<file path="config.mk">
export PLATFORM = sky130hd
export DESIGN_NAME = wheel_arbiter
export DESIGN_NICKNAME = d
export VERILOG_FILES = /design/src/rtl/wheel_arbiter.sv
export SDC_FILE = /design/constraint.sdc
export NUM_CORES = 1
export LEC_CHECK = 0
export ABC_AREA = 0
export CORE_MARGIN = 2
export CORE_UTILIZATION = 42
export CTS_BUF_LIST = sky130_fd_sc_hd__clkbuf_4
export DETAILED_ROUTE_END_ITERATION = 8
export HOLD_SLACK_MARGIN = 0.06
export PLACE_DENSITY_LB_ADDON = 0.2
export SLEW_MARGIN = 10
export SYNTH_ARGS = -nofsm -noshare
export SYNTH_HDL_FRONTEND = slang
export SYNTH_SLANG_ARGS = --single-unit
</file>
<file path="constraint.sdc">
create_clock -name clk -period 2.54 [get_ports clk]
set_input_delay 0.254 -clock clk [delete_from_list [all_inputs] [get_ports clk]]
set_output_delay 0.254 -clock clk [all_outputs]
set_load 0.02 [all_outputs]
</file>
<file path="src/rtl/wheel_arbiter.sv">
// wheel_arbiter
//
// Shares one 2-bit wheel-drive output between three command sources using
// round-robin priority. A grant lasts at least HOLD and at most TIMEOUT
// cycles; an emergency stop zeroes the drive immediately and holds it there.
//
// Ports
//   clk         single clock, all state changes on posedge
//   rst         synchronous active-low reset
//   req[2:0]    request per source, req[i] belongs to source i
//   cmd0..cmd2  wheel command per source (11 both, 01 right, 10 left, 00 stop)
//   estop       level-sensitive emergency stop
//   gnt[2:0]    one-hot grant, 000 when no owner
//   z[1:0]      wheel drive to the motor stage
//   busy        high while a grant is active
//   timeout     one-cycle pulse when a grant is ended by TIMEOUT
//
// State | meaning
// ------+----------------------------------------------
// IDLE  | no owner; arbitrates among pending requests
// GRANT | one owner (owner_q) drives z
// STOP  | emergency stop active, outputs forced to zero

module wheel_arbiter #(
    parameter int HOLD    = 8,
    parameter int TIMEOUT = 64
) (
    input  logic       clk,
    input  logic       rst,
    input  logic [2:0] req,
    input  logic [1:0] cmd0,
    input  logic [1:0] cmd1,
    input  logic [1:0] cmd2,
    input  logic       estop,
    output logic [2:0] gnt,
    output logic [1:0] z,
    output logic       busy,
    output logic       timeout
);

    localparam int CW = $clog2(TIMEOUT) + 1;

    typedef enum logic [1:0] {
        S_IDLE  = 2'd0,
        S_GRANT = 2'd1,
        S_STOP  = 2'd2
    } state_t;

    state_t          state_q, state_d;
    logic [1:0]      owner_q, owner_d;
    logic [1:0]      last_q, last_d;
    logic [CW-1:0]   cnt_q, cnt_d;
    logic [2:0]      gnt_q, gnt_d;
    logic [1:0]      z_q, z_d;
    logic            timeout_q, timeout_d;

    logic [1:0]      cand1, cand2, cand3;
    logic [1:0]      win;
    logic            owner_req;
    logic [1:0]      owner_cmd;
    logic            at_timeout;
    logic            hold_met;

    // Source index following s in the 0 -> 1 -> 2 -> 0 rotation.
    function automatic logic [1:0] next_src(input logic [1:0] s);
        return (s == 2'd2) ? 2'd0 : s + 2'd1;
    endfunction

    function automatic logic req_of(input logic [2:0] r, input logic [1:0] s);
        case (s)
            2'd0:    return r[0];
            2'd1:    return r[1];
            default: return r[2];
        endcase
    endfunction

    function automatic logic [1:0] cmd_of(input logic [1:0] s,
                                          input logic [1:0] c0,
                                          input logic [1:0] c1,
                                          input logic [1:0] c2);
        case (s)
            2'd0:    return c0;
            2'd1:    return c1;
            default: return c2;
        endcase
    endfunction

    // Round-robin scan starting just after the last released owner. When no
    // request is pending win is unused, so the fall-through value is harmless.
    always_comb begin
        cand1 = next_src(last_q);
        cand2 = next_src(cand1);
        cand3 = next_src(cand2);
        if (req_of(req, cand1)) begin
            win = cand1;
        end else if (req_of(req, cand2)) begin
            win = cand2;
        end else begin
            win = cand3;
        end
    end

    always_comb begin
        owner_req  = req_of(req, owner_q);
        owner_cmd  = cmd_of(owner_q, cmd0, cmd1, cmd2);
        at_timeout = (cnt_q == CW'(TIMEOUT));
        hold_met   = (cnt_q >= CW'(HOLD));
    end

    always_comb begin
        state_d   = state_q;
        owner_d   = owner_q;
        last_d    = last_q;
        cnt_d     = cnt_q;
        gnt_d     = gnt_q;
        z_d       = z_q;
        timeout_d = 1'b0;

        // Emergency stop wins from any state; last_q is deliberately kept so
        // an interrupted owner keeps its place in the rotation.
        if (estop) begin
            state_d = S_STOP;
            gnt_d   = 3'b000;
            z_d     = 2'b00;
            cnt_d   = '0;
        end else begin
            case (state_q)
                S_STOP: begin
                    state_d = S_IDLE;
                    gnt_d   = 3'b000;
                    z_d     = 2'b00;
                end

                S_IDLE: begin
                    gnt_d = 3'b000;
                    z_d   = 2'b00;
                    if (|req) begin
                        state_d = S_GRANT;
                        owner_d = win;
                        gnt_d   = 3'b001 << win;
                        z_d     = cmd_of(win, cmd0, cmd1, cmd2);
                        cnt_d   = CW'(1);
                    end
                end

                S_GRANT: begin
                    // TIMEOUT is tested first so a simultaneous HOLD release
                    // still reports the timeout pulse.
                    if (at_timeout || (hold_met && !owner_req)) begin
                        state_d   = S_IDLE;
                        gnt_d     = 3'b000;
                        z_d       = 2'b00;
                        last_d    = owner_q;
                        timeout_d = at_timeout;
                    end else begin
                        cnt_d = cnt_q + CW'(1);
                        // Owner dropped its request before HOLD: keep driving
                        // its last command until the minimum hold expires.
                        if (owner_req) begin
                            z_d = owner_cmd;
                        end
                    end
                end

                default: begin
                    state_d = S_IDLE;
                    gnt_d   = 3'b000;
                    z_d     = 2'b00;
                    cnt_d   = '0;
                end
            endcase
        end
    end

    always_ff @(posedge clk) begin
        if (!rst) begin
            state_q   <= S_IDLE;
            owner_q   <= 2'd0;
            last_q    <= 2'd2;
            cnt_q     <= '0;
            gnt_q     <= 3'b000;
            z_q       <= 2'b00;
            timeout_q <= 1'b0;
        end else begin
            state_q   <= state_d;
            owner_q   <= owner_d;
            last_q    <= last_d;
            cnt_q     <= cnt_d;
            gnt_q     <= gnt_d;
            z_q       <= z_d;
            timeout_q <= timeout_d;
        end
    end

    assign gnt     = gnt_q;
    assign z       = z_q;
    assign busy    = (state_q == S_GRANT);
    assign timeout = timeout_q;

endmodule
</file>
==> flow_metrics.env <==
export IMPL_diodes=0
export IMPL_clockBufferDepth=2
export IMPL_netlist_cell_type_count=39
export IMPL_hpwl_um=1930
export IMPL_die_w_um=54.6
export IMPL_peakVddDrop_mv=0.320
export IMPL_setup_violations=0
export IMPL_max_stage_delay_ns=0.53
export IMPL_first_global_vias=942
export IMPL_drv_slew=0
export IMPL_hold_buffers=0
export IMPL_slew_headroom_pct=66.7
export IMPL_status="finished, final reports clean"
export IMPL_critPathKind="register to register"
export IMPL_worstHoldPathType="register to register"
export IMPL_ys_seq_area_share_pct=35.3
export IMPL_syn_cell_area_mm2=0.00108
export IMPL_finalSetupTns_ns=0
export IMPL_period_needed_ns=1.90
export IMPL_grtUsageTotal_pct=18.8
export IMPL_numClockSinks=19
export IMPL_cts_tree="done"
export IMPL_crit_path_top_delay_cell="or4_1"
export IMPL_drc_errors=0
export IMPL_critPathCaptureType="register"
export IMPL_worst_path_buf_inv=0
export IMPL_fin_area_mm2=0.00131
export IMPL_gp_congestion=0.770
export IMPL_critPathLaunchType="register"
export IMPL_hold_viol=0
export IMPL_nets=165
export IMPL_tightest_slew_ns=0.498
export IMPL_maxCapViolCount=0
export IMPL_crit_arrival_ns=2.13
export IMPL_cts_buffers=3
export IMPL_ys_warn_count=0
export IMPL_grt_pass1_wl_um=4030
export IMPL_antenna_left=0
export IMPL_post_route_period_util_pct=74.8
export IMPL_drive_above_1_share_pct=10.0
export IMPL_fp_coreArea_mm2=0.00245
export IMPL_rsz0062_at_grt="no"
export IMPL_antenna_found_initial=0
export IMPL_portBuffers=18
export IMPL_placementRows=18
export IMPL_areaGrowthSynthToFinish_pct=21.6
export IMPL_dpl_cell_area_mm2=0.00128
export IMPL_required_ns=2.77
export IMPL_via_per_inst=5.96
export IMPL_cts_resized=0
export IMPL_design_die_area_mm2=0.00299
export IMPL_synth_fp_nets=144
export IMPL_cp_top_family="simple AND/OR/NAND/NOR gates"
export IMPL_fp_dieH_um=54.6
export IMPL_cts_setup_buffers=0
export IMPL_cp_max_fo=14
export IMPL_overflow=0
export IMPL_fmax_mhz=526
export IMPL_avgSynthCellArea_um2=8.29
export IMPL_ys_ff_latch=19
export IMPL_routed_wl_um=2480
export IMPL_start_util_pct=43.9
export IMPL_io_pins=19
export IMPL_p_leak_nw=0.446
export IMPL_via_count=1072
export IMPL_grt_max_degree=15
export IMPL_skew_ns=0.00238
export IMPL_crit_chain="nor4_4 > a211o_2 > a31oi_4 > or4_1 > a21oi_1"
export IMPL_wl_per_cell_um=13.8
export IMPL_drtPass1Iterations=4
export IMPL_powerDensity_mw_per_mm2=442
export IMPL_clkLatencyLatePin_ns=0.30
export IMPL_syn_inst=130
export IMPL_drtIter0Drc=17
export IMPL_clk_pin_slew_ns=0.11
export IMPL_postLayoutCoreUtil_pct=53.4
export IMPL_cts_root_buffer="clkbuf_4"
export IMPL_h_tree_depth=1
## cells by family after synthesis
kind of cell    Yosys count  synth area share [%]
buf+inv                   7                  3.25
compound gates           44                  27.1
mux                       3                  3.25
fa+ha+maj                 2                  2.32
flops                    19                  35.3
simple gates             55                  28.8
## registers in the layout, summed over array words and instances (netlist names)
signal   flops
timeout      1
gnt          3
cnt_q        7
last_q       2
owner_q      2
state_q      2
z            2
## layout make-up
cell class	instances	area [µm²]
Sequential cell	19	380
Timing Repair Buffer	19	188
Clock inverter	1	5.00
Multi-Input combinational cell	104	662
Fill cell	253	1140
Tap cell	30	37.5
Inverter	4	15.0
Clock buffer	3	22.5
## tightest hold or removal path, delay by kind of cell, from the launching register on
family	cells	cell delay, ns
flops	1	0.33
simple gates	1	0.06
compound gates	1	0.06
## layer usage
metal | GRT usage [%] | wire, µm
met1 | 21.7 | 1130
met2 | 32.7 | 1220
met3 | 3.01 | 77
met4 | 10.0 | 56
met5 | 0 | 0
## worst paths after layout
kind	end	cells after the start	slack, ns	startpoint
worst max-delay path	cnt_q[5]	5	0.64	cnt_q[3]
worst min-delay path	gnt[0]	2	0.48	gnt[0]
worst max register to register	cnt_q[5]	5	0.64	cnt_q[3]
worst min register to register	gnt[0]	2	0.48	gnt[0]
## power breakdown
group          internal, mW  switching (mW)  total (mW)  leakage [nW]
clock network        0.0587          0.0959       0.155        0.0177
logic                0.0522          0.0550       0.107         0.274
registers             0.306          0.0112       0.317         0.154
total                 0.417           0.162       0.579         0.446
## synth_stat cells, drive strengths merged
| master | count | area (µm²) |
|---|---|---|
| a31oi | 5 | 46.3 |
| a21oi | 14 | 70.1 |
| o21ai | 11 | 55.1 |
| nor4 | 1 | 21.3 |
| and2 | 4 | 26.3 |
| or2 | 3 | 18.8 |
| or3 | 3 | 21.3 |
| and4 | 2 | 17.5 |
| dfxtp | 19 | 380 |
| nor3 | 2 | 10.0 |
| mux2i | 2 | 20.0 |
| nor2b | 3 | 18.8 |
| nand2b | 3 | 18.8 |
| a2bb2oi | 1 | 8.76 |
| clkbuf | 2 | 8.75 |
| or4 | 2 | 15.0 |
| a32oi | 1 | 8.76 |
| ha | 2 | 25.0 |
| nand3 | 8 | 40.0 |
| nor3b | 1 | 7.51 |
| o221ai | 2 | 17.5 |
| nand3b | 1 | 7.51 |
| nand4b | 1 | 8.76 |
| nor2 | 7 | 26.3 |
| inv | 4 | 15.0 |
| o21bai | 1 | 7.51 |
| buf | 1 | 11.3 |
| o21a | 2 | 15.0 |
| a211o | 2 | 20.0 |
| nand2 | 14 | 52.6 |
| o211a | 2 | 20.0 |
| a21boi | 1 | 7.51 |
| o31ai | 2 | 15.0 |
| mux2 | 1 | 15.0 |
## cell usage in the layout, fill, tap and decap left out, types with 2 or more instances in the layout
| master | netlist | routed |
|---|---|---|
| o221ai_1 | 2 | 2 |
| a21oi_1 | 14 | 14 |
| ha_1 | 2 | 2 |
| o21a_1 | 2 | 2 |
| inv_1 | 4 | 4 |
| nand2b_1 | 3 | 3 |
| dfxtp_1 | 19 | 19 |
| and4_1 | 2 | 2 |
| nand3_1 | 8 | 8 |
| nor2_1 | 7 | 7 |
| mux2i_1 | 2 | 2 |
| or4_1 | 2 | 2 |
| o31ai_1 | 2 | 2 |
| or2_2 | 2 | 2 |
| a31oi_1 | 4 | 4 |
| or3_2 | 2 | 2 |
| and2_1 | 3 | 3 |
| nor2b_1 | 3 | 3 |
| nor3_1 | 2 | 2 |
| a211o_2 | 2 | 2 |
| o21ai_0 | 11 | 11 |
| o211a_1 | 2 | 2 |
| clkdlybuf4s50_1 | 0 | 18 |
| nand2_1 | 14 | 14 |
| clkbuf_4 | 0 | 3 |
## stage by stage
stage	power, mW	setup slack, ns	cells	hold WS (ns)
4_1_cts	0.590	0.647	180	0.492
2_1_floorplan	0.388	0.775	130	0.326
5_1_grt	0.609	0.479	180	0.534
6_report	0.579	0.639	180	0.485
3_5_place_dp	0.431	0.420	176	0.474
3_3_place_gp	0.428	0.462	176	0.457
No activity file was read; power rests on OpenSTA's default activity.
